$ cat config.mk
export PLATFORM = sky130hd
export DESIGN_NAME = axi_crossbar_mst_port
export DESIGN_NICKNAME = d
export VERILOG_FILES = /design/src/rtl/axi_crossbar_mst_port.sv
export SDC_FILE = /design/constraint.sdc
export NUM_CORES = 1
export LEC_CHECK = 0
export BUFFER_PORTS_ARGS = -buffer_cell sky130_fd_sc_hd__buf_2
export CAP_MARGIN = 0
export CORE_ASPECT_RATIO = 1.1
export CORE_MARGIN = 3
export CORE_UTILIZATION = 58
export CTS_CLUSTER_SIZE = 28
export DETAILED_ROUTE_END_ITERATION = 8
export HOLD_SLACK_MARGIN = 0.06
export PLACE_DENSITY = 0.85
export SLEW_MARGIN = 0
export SYNTH_ARGS = -nofsm -noshare
export SYNTH_HDL_FRONTEND = slang
export SYNTH_SLANG_ARGS = --single-unit
$ cat constraint.sdc
create_clock -name aclk -period 19.9 [get_ports aclk]
set_clock_uncertainty 0.2 [all_clocks]
set_input_delay 3.98 -clock aclk [delete_from_list [all_inputs] [get_ports aclk]]
set_output_delay 3.98 -clock aclk [all_outputs]
set_load 0.01 [all_outputs]
$ cat src/rtl/axi_crossbar_mst_port.sv
// Single-clock master-side crossbar port: per-channel 2-entry skid buffers, master ID tagging,
// outstanding read/write limiting and W gating on accepted AW bursts.

module axi_crossbar_mst_port #(
    parameter int unsigned AXI_ADDR_W = 32,
    parameter int unsigned AXI_ID_W = 4,
    parameter int unsigned AXI_DATA_W = 32,
    parameter int unsigned MST_ID_PFX_W = 2,
    parameter logic [MST_ID_PFX_W-1:0] MST_ID_PFX = 2'b01,
    parameter int unsigned MST_OSTD_NUM = 4,
    localparam int unsigned CNT_W = $clog2(MST_OSTD_NUM + 1),
    localparam int unsigned AWCH_W = AXI_ADDR_W + AXI_ID_W + 11,
    localparam int unsigned WCH_W = AXI_DATA_W * 9 / 8 + AXI_ID_W
) (
    input  logic                      aclk,
    input  logic                      arst,
    input  logic                      i_awvalid,
    output logic                      i_awready,
    input  logic [AXI_ADDR_W-1:0]     i_awaddr,
    input  logic [3:0]                i_awlen,
    input  logic [2:0]                i_awsize,
    input  logic [1:0]                i_awburst,
    input  logic [AXI_ID_W-1:0]       i_awid,
    input  logic [1:0]                i_awlock,
    input  logic                      i_wvalid,
    output logic                      i_wready,
    input  logic                      i_wlast,
    input  logic [AXI_ID_W-1:0]       i_wid,
    input  logic [AXI_DATA_W-1:0]     i_wdata,
    input  logic [AXI_DATA_W/8-1:0]   i_wstrb,
    output logic                      i_bvalid,
    input  logic                      i_bready,
    output logic [AXI_ID_W-1:0]       i_bid,
    output logic [1:0]                i_bresp,
    input  logic                      i_arvalid,
    output logic                      i_arready,
    input  logic [AXI_ADDR_W-1:0]     i_araddr,
    input  logic [3:0]                i_arlen,
    input  logic [2:0]                i_arsize,
    input  logic [1:0]                i_arburst,
    input  logic [AXI_ID_W-1:0]       i_arid,
    input  logic [1:0]                i_arlock,
    output logic                      i_rvalid,
    input  logic                      i_rready,
    output logic [AXI_ID_W-1:0]       i_rid,
    output logic [1:0]                i_rresp,
    output logic [AXI_DATA_W-1:0]     i_rdata,
    output logic                      i_rlast,
    output logic                      o_awvalid,
    input  logic                      o_awready,
    output logic [AWCH_W-1:0]         o_awch,
    output logic                      o_wvalid,
    input  logic                      o_wready,
    output logic                      o_wlast,
    output logic [WCH_W-1:0]          o_wch,
    input  logic                      o_bvalid,
    output logic                      o_bready,
    input  logic [AXI_ID_W+1:0]       o_bch,
    output logic                      o_arvalid,
    input  logic                      o_arready,
    output logic [AWCH_W-1:0]         o_arch,
    input  logic                      o_rvalid,
    output logic                      o_rready,
    input  logic                      o_rlast,
    input  logic [AXI_DATA_W+AXI_ID_W+1:0] o_rch,
    output logic [CNT_W-1:0]          o_wr_ostd,
    output logic [CNT_W-1:0]          o_rd_ostd,
    output logic                      o_idle
);
    localparam int unsigned LOW_W = AXI_ID_W - MST_ID_PFX_W;
    localparam logic [CNT_W-1:0] OSTD_MAX = CNT_W'(MST_OSTD_NUM);

    logic             rdy_en_q;
    logic [CNT_W-1:0] wr_ostd_q, wr_ostd_d, rd_ostd_q, rd_ostd_d, credit_q, credit_d;
    logic             aw_hs, w_last_hs, b_hs, ar_hs, r_last_hs;
    logic             unused_id_bits;

    function automatic logic [CNT_W-1:0] cnt_next(input logic [CNT_W-1:0] cnt,
                                                  input logic inc, input logic dec);
        cnt_next = cnt;
        if (inc && !dec && cnt != OSTD_MAX) cnt_next = cnt + 1'b1;
        else if (dec && !inc && cnt != '0) cnt_next = cnt - 1'b1;
    endfunction

    // Holds every ready low until the first edge after reset release.
    always_ff @(posedge aclk or posedge arst) begin
        if (arst) rdy_en_q <= 1'b0;
        else      rdy_en_q <= 1'b1;
    end

    axi_crossbar_mst_port_skid #(.W(AWCH_W)) u_aw_skid (
        .clk_i(aclk), .rst_i(arst), .en_i(rdy_en_q && (wr_ostd_q != OSTD_MAX)),
        .in_valid_i(i_awvalid), .in_ready_o(i_awready),
        .in_data_i({i_awlock, i_awburst, i_awsize, i_awlen, MST_ID_PFX, i_awid[LOW_W-1:0], i_awaddr}),
        .out_valid_o(o_awvalid), .out_ready_i(o_awready), .out_data_o(o_awch));

    axi_crossbar_mst_port_skid #(.W(WCH_W + 1)) u_w_skid (
        .clk_i(aclk), .rst_i(arst), .en_i(rdy_en_q && (credit_q != '0)),
        .in_valid_i(i_wvalid), .in_ready_o(i_wready),
        .in_data_i({i_wlast, i_wstrb, i_wdata, MST_ID_PFX, i_wid[LOW_W-1:0]}),
        .out_valid_o(o_wvalid), .out_ready_i(o_wready), .out_data_o({o_wlast, o_wch}));

    axi_crossbar_mst_port_skid #(.W(AXI_ID_W + 2)) u_b_skid (
        .clk_i(aclk), .rst_i(arst), .en_i(rdy_en_q),
        .in_valid_i(o_bvalid), .in_ready_o(o_bready),
        .in_data_i({o_bch[AXI_ID_W+1:AXI_ID_W], {MST_ID_PFX_W{1'b0}}, o_bch[LOW_W-1:0]}),
        .out_valid_o(i_bvalid), .out_ready_i(i_bready), .out_data_o({i_bresp, i_bid}));

    axi_crossbar_mst_port_skid #(.W(AWCH_W)) u_ar_skid (
        .clk_i(aclk), .rst_i(arst), .en_i(rdy_en_q && (rd_ostd_q != OSTD_MAX)),
        .in_valid_i(i_arvalid), .in_ready_o(i_arready),
        .in_data_i({i_arlock, i_arburst, i_arsize, i_arlen, MST_ID_PFX, i_arid[LOW_W-1:0], i_araddr}),
        .out_valid_o(o_arvalid), .out_ready_i(o_arready), .out_data_o(o_arch));

    axi_crossbar_mst_port_skid #(.W(AXI_DATA_W + AXI_ID_W + 3)) u_r_skid (
        .clk_i(aclk), .rst_i(arst), .en_i(rdy_en_q),
        .in_valid_i(o_rvalid), .in_ready_o(o_rready),
        .in_data_i({o_rlast, o_rch[AXI_DATA_W+AXI_ID_W+1:AXI_ID_W], {MST_ID_PFX_W{1'b0}},
                    o_rch[LOW_W-1:0]}),
        .out_valid_o(i_rvalid), .out_ready_i(i_rready),
        .out_data_o({i_rlast, i_rdata, i_rresp, i_rid}));

    // Upper master ID bits are overwritten by the tag and never propagate.
    assign unused_id_bits = ^{i_awid[AXI_ID_W-1:LOW_W], i_arid[AXI_ID_W-1:LOW_W],
                              i_wid[AXI_ID_W-1:LOW_W], o_bch[AXI_ID_W-1:LOW_W],
                              o_rch[AXI_ID_W-1:LOW_W]};

    assign aw_hs     = i_awvalid && i_awready;
    assign w_last_hs = i_wvalid && i_wready && i_wlast;
    assign b_hs      = i_bvalid && i_bready;
    assign ar_hs     = i_arvalid && i_arready;
    assign r_last_hs = i_rvalid && i_rready && i_rlast;

    always_comb begin
        wr_ostd_d = cnt_next(wr_ostd_q, aw_hs, b_hs);
        rd_ostd_d = cnt_next(rd_ostd_q, ar_hs, r_last_hs);
        credit_d  = cnt_next(credit_q, aw_hs, w_last_hs);
    end

    always_ff @(posedge aclk or posedge arst) begin
        if (arst) begin
            wr_ostd_q <= '0;
            rd_ostd_q <= '0;
            credit_q  <= '0;
        end else begin
            wr_ostd_q <= wr_ostd_d;
            rd_ostd_q <= rd_ostd_d;
            credit_q  <= credit_d;
        end
    end

    assign o_wr_ostd = wr_ostd_q;
    assign o_rd_ostd = rd_ostd_q;
    assign o_idle    = (wr_ostd_q == '0) && (rd_ostd_q == '0) && (credit_q == '0) &&
                       !o_awvalid && !o_wvalid && !i_bvalid && !o_arvalid && !i_rvalid;

    assert property (@(posedge aclk) disable iff (arst) !(b_hs && !aw_hs && (wr_ostd_q == '0)));
    assert property (@(posedge aclk) disable iff (arst) !(r_last_hs && !ar_hs && (rd_ostd_q == '0)));
endmodule

module axi_crossbar_mst_port_skid #(
    parameter int unsigned W = 8
) (
    input  logic         clk_i,
    input  logic         rst_i,
    input  logic         en_i,
    input  logic         in_valid_i,
    output logic         in_ready_o,
    input  logic [W-1:0] in_data_i,
    output logic         out_valid_o,
    input  logic         out_ready_i,
    output logic [W-1:0] out_data_o
);
    logic [W-1:0] mem_q [2];
    logic         wptr_q, rptr_q;
    logic [1:0]   cnt_q, cnt_d;
    logic         push, pop;

    assign in_ready_o  = en_i && (cnt_q != 2'd2);
    assign out_valid_o = (cnt_q != 2'd0);
    assign out_data_o  = mem_q[rptr_q];
    assign push        = in_valid_i && in_ready_o;
    assign pop         = out_valid_o && out_ready_i;

    always_comb begin
        cnt_d = cnt_q;
        if (push && !pop)      cnt_d = cnt_q + 2'd1;
        else if (pop && !push) cnt_d = cnt_q - 2'd1;
    end

    always_ff @(posedge clk_i or posedge rst_i) begin
        if (rst_i) begin
            mem_q[0] <= '0;
            mem_q[1] <= '0;
            wptr_q   <= 1'b0;
            rptr_q   <= 1'b0;
            cnt_q    <= 2'd0;
        end else begin
            if (push) begin
                mem_q[wptr_q] <= in_data_i;
                wptr_q        <= ~wptr_q;
            end
            if (pop) rptr_q <= ~rptr_q;
            cnt_q <= cnt_d;
        end
    end
endmodule

After elaboration in Yosys (flattened, before gate mapping):

Index checks and enable logic that the tools add are counted.

* word-level logic and storage cells: 224
* bits in registers: 390
* input port bits: 192
* output and inout bits: 197

* reductions and logical operators: 90
* order comparisons: 15
* add/sub/neg operators: 16
* bitwise operators: 20
* muxes and demuxes: 46
* equality and inequality tests: 8

Operator list (count)
* $mux W47: 8
* $bwmux W94: 2
* $mux W41: 4
* $mux W39: 4
* $demux W47 S1: 2
* $bwmux W82: 1
* $bwmux W78: 1
* $logic_and A1 B1 Y1: 54
* $demux W41 S1: 1
* $demux W39 S1: 1
* $reduce_bool A2 Y1: 13
* $mux W6: 4
* $ge A2 B2 Y1 const B: 10
* $mux W2: 10
* $not A1 Y2: 10
* $mux W3: 6
* $logic_not A1 Y1: 17
* $bwmux W12: 1
* $add A2 B1 Y2 const B: 5
* $lt A2 B1 Y1 const B: 5
* $ne A2 B2 Y1 const B: 5
* $not A1 Y1: 10
* $sub A2 B1 Y2 const B: 5
* $add A3 B1 Y3 const B: 3
* 5 further kinds: 13

Logic depth before layout (Yosys ltp):

* depth after elaboration: 9
* depth in mapped cells: 10
* depth with buffers taken out: 9

Hierarchy:

Synthesis repeated with hierarchy kept, for this count alone.

* cell total of the unflattened synthesis: 1137
* area total of the unflattened synthesis: 18212.5 sq um

By module, submodules not included
* axi_crossbar_mst_port_skid at u_ar_skid ...: area an instance 4533.1 sq um, instances 2, sequential area each 2452.4 sq um, cells each 269
* axi_crossbar_mst_port_skid at u_w_skid: area an instance 3945.0 sq um, instances 1, sequential area each 2152.1 sq um, cells each 238
* axi_crossbar_mst_port_skid at u_r_skid: area an instance 3664.8 sq um, instances 1, sequential area each 2052.0 sq um, cells each 226
* axi_crossbar_mst_port_skid at u_b_skid: area an instance 774.5 sq um, instances 1, sequential area each 400.4 sq um, cells each 51
* axi_crossbar_mst_port: area an instance 762.0 sq um, instances 1, sequential area each 250.2 sq um, cells each 84

Least setup slack after synthesis:

Ideal clock, no wire load.

* kind: input -> register
* from: in i_awvalid
* to: reg credit_q[2]
* stages: 9
* data required time: 19.621 ns
* setup slack: 14.083 ns
* library setup time: 0.079 ns
* arrival time: 5.538 ns
* buffers on the path: 0
* cell sequence: and2_0 nand3_4 inv_2 nand3_1 fa_1 o21ai_0 nor4_1 mux2_4 mux2i_1

* word-level cells in the longest chain between the ends: 5
* elaborated cells between the ends (all ways): 8
* classes of those cells: mux: 1; reduce/logical: 7

Ends and longest elaborated chain
* from (decl): RTL line 17 `input logic i_awvalid,`
* $logic_and A1 B1 Y1 (*): RTL line 128 `assign aw_hs = i_awvalid && i_awready;`
* named net aw_hs: RTL line 75 `logic aw_hs, w_last_hs, b_hs, ar_hs, r_last_hs;`
* $logic_not A1 Y1: RTL line 82 `else if (dec && !inc && cnt != '0) cnt_next = cnt - 1'b1;`
* $logic_and A1 B1 Y1 (2 in a row): RTL line 82
* $reduce_bool A2 Y1 (no line)
* to (signal assigned): RTL line 148 `credit_q <= credit_d;`
* to (decl): RTL line 74 `logic [CNT_W-1:0] wr_ostd_q, wr_ostd_d, rd_ostd_q, rd_ostd_d, credit_q, credit_d;`

Mark *: on every way through the listed nets, which the timed path passes. The rest lies on a longest branch.
A chain may end at the register's enable or synchronous reset.

Worst setup path after layout:

* from: reg u_aw_skid.rptr_q
* to: out o_awch[23]

* word-level cells in the longest chain between the ends: 4

Ends and longest elaborated chain
* from (decl): RTL line 175 `logic wptr_q, rptr_q;`
* from (signal assigned): RTL line 203 `if (pop) rptr_q <= ~rptr_q;`
* $not A1 Y2 (implied by the code): RTL line 181 `assign out_data_o = mem_q[rptr_q];`
* $mux W47 (implied by the code) (3 in a row): RTL line 181
* to (decl): RTL line 51 `output logic [AWCH_W-1:0] o_awch,`

Every way passes these cells. The select of a mux whose other input is x is not followed.

==> out/results.ini <==
[status]
status = finished, final reports clean

[cts]
cts_buffers = 40
post_cts_buffers = 0
ctsHoldBuffers = 0
clk_latency_ns = 0.52
cts.sink_count = 376
root_buffer = clkbuf_16
htreeDepth = 2
cts_buffer_depth = 3
ctsResizeCount = 0
clkSlewWorstSetupHoldPaths_ns = 0.06
cts_tree = built

[timing]
slew_headroom_pct = 23.94
rsz0062_at_grt = no
tns_ns = 0
finalCritPeriodShare_pct = 32.23
fin_crit_ns = 6.414
max_slew.worst_pin.slew_ns = 1.141
worst_slack_ns = 13.49
finalSetupViolations = 0
hold_viol = 0
fmax_ghz = 0.1559
final-max-slew-violation-count = 0

[drt]
drt_iter0_markers = 396
drtAntennaViolNets = 0
vias = 10210
dr.pass1.iters = 4
wl_um = 36480
via_per_inst = 5.452
post-route-drc-count = 0
post_drt_wl_per_cell_um = 19.49

[synth]
syn_area_per_cell_um2 = 15.13
syn_area_um2 = 16730
synth_edf_count = 0
seq_area_frac_synth_pct = 56.23
synthCells = 1106
ys_warn_count = 0
synth_cell_type_count = 56
synth-main-ff-cell = dfrtp_1
postSynth.asyncResetShare_pct = 100.0
ys_ff_latch = 376

[cells_and_area]
design_area_um2 = 20120
fin_nets = 1673
layout-drive-gt1-share_pct = 60.55
areaGrowthSynthToFinish_pct = 20.23

[critical_path]
required_ns = 15.72
crit_fanout = 47
endpoint_kind = primary output
arrival_ns = 2.23
worstSetupStartpointType = register
timing.setup.critical_path_class = reg2out

[die]
num_rows = 64
start_util_pct = 59.53
die_w_um = 167.9
die_height_um = 184.1
dieArea_um2 = 30930
io_pins = 389
core-area_um2 = 28110

[worst_hold_path]
hp-class = reg2reg

[global_route]
antenna_found_initial = 11
gr-usage-all-layers_pct = 23.17
overflow = 0
grt_pass1_vias = 11140
grt_pass1_wl_um = 58010
grt_max_degree = 163

[placed_design]
gp_congestion = 0.7783
hpwl_um = 24500
place_ws_ns = 13.79
place_area_um2 = 18790
io_buffers = 371

[power_and_ir_drop]
leakagePower_nw = 9.258
ir_worst_vdd_mv = 0.1107
pwr_density_cell_nw_per_um2 = 178.6

[run]
maxCapViolations = 0

critical path, stage by stage, from the launching register on:
cell,delay [ns]
dfrtp_2,1.08
mux2_2,0.44
buf_2,0.14
where the power goes:
group | internal (mW) | switching (mW)
sequential | 1.15 | 0.251
combinational | 0.811 | 0.640
clock | 0.446 | 0.294
total | 2.41 | 1.18
flip-flops by register name (all words and copies together) (netlist names), 2 cells and up:
register and flops:
u_ar_skid.cnt_q 2, o_rd_ostd 3, u_w_skid.mem_q 80, u_aw_skid.cnt_q 2, u_w_skid.cnt_q 2, credit_q 3, u_b_skid.cnt_q 2, u_r_skid.mem_q 74
u_r_skid.cnt_q 2, o_wr_ostd 3, u_b_skid.mem_q 8, u_ar_skid.mem_q 92, u_aw_skid.mem_q 92
cell usage after synthesis, drive strengths merged (3+ instances only):
cell type,count,area [um^2]
nand2,12,80.08
ha,5,62.56
o21ai,7,35.03
clkbuf,18,67.56
nor2,15,71.32
or2,8,50.05
nor3,6,40.04
fa,3,60.06
dfrtp,376,9409
o21a,4,30.03
nand2b,7,43.79
mux2i,6,60.06
buf,43,307.8
xor2,11,96.34
inv,12,45.05
xnor2,16,140.1
nand3,3,27.53
nor4,4,25.02
mux2,513,5781
final cells by class:
type	instances	area, um^2
Tap cell	363	454.2
Inverter	12	52.55
Sequential cell	376	9412
Multi-Input combinational cell	663	6934
Antenna cell	6	15.01
Fill cell	1880	7989
Clock buffer	61	1171
Clock inverter	11	142.6
Timing Repair Buffer	380	1937
routing by layer:
layer / share of wire (%) / global-route usage [%] / vias up
met3: 8.8 / 8.301 / 77
met2: 50 / 39.52 / 305
li1: - / - / 4698
met5: 0.16 / 0 / -
met1: 38 / 27.63 / 5116
met4: 3.3 / 7.594 / 10
worst paths after layout:
| kind | start | endpoint | slack [ns] | cells past startpoint |
|---|---|---|---|---|
| worst max-delay path | u_aw_skid.rptr_q | o_awch[23] | 13.49 | 2 |
| worst min-delay path | u_ar_skid.mem_q[34] | u_ar_skid.mem_q[34] | 0.26 | 1 |
| worst max register to register | rdy_en_q | credit_q[2] | 17.06 | 9 |
| worst min register to register | u_ar_skid.mem_q[34] | u_ar_skid.mem_q[34] | 0.26 | 1 |
| max in group asynchronous | arst | u_ar_skid.mem_q[11] | 14.43 | 3 |
| min in group asynchronous | arst | u_r_skid.mem_q[66] | 3.45 | 2 |
kinds of logic after synthesis:
kind of cell | synth area share, %
fa+ha+maj | 0.7328
flops | 56.23
simple gates | 2.797
other cells | 0.04488
buf+inv | 2.513
compound gates | 1.361
xor+xnor | 1.413
mux | 34.91
metrics by stage:
stage               cells  util, %  hold WS [ns]  total power, mW
finish               1872    71.58        0.2599            3.592
global route         1872    71.58        0.2864            3.815
detailed placement   1794    66.85        0.2467            2.869
floorplan            1112        -        0.2285            2.368
CTS                  1866    71.52        0.2648            3.628
global placement     1794    66.85        0.2433            2.799
cells in the final DEF, fill, tap and decap left out, drive strengths merged, types with 4 or more instances in the layout:
cell    Yosys  routed
or2         8       8
dfrtp     376     376
xnor2      16      16
nor4        4       4
xor2       11      11
nor3        6       6
nand2b      7       7
nand2      12      12
clkbuf     18      61
ha          5       5
inv        12      14
diode       0       6
buf        43     380
o21ai       7       7
mux2      513     513
clkinv      0       4
mux2i       6       6
nor2       15      15
conb        2       8
o21a        4       4
No activity file was read; power rests on OpenSTA's default activity.
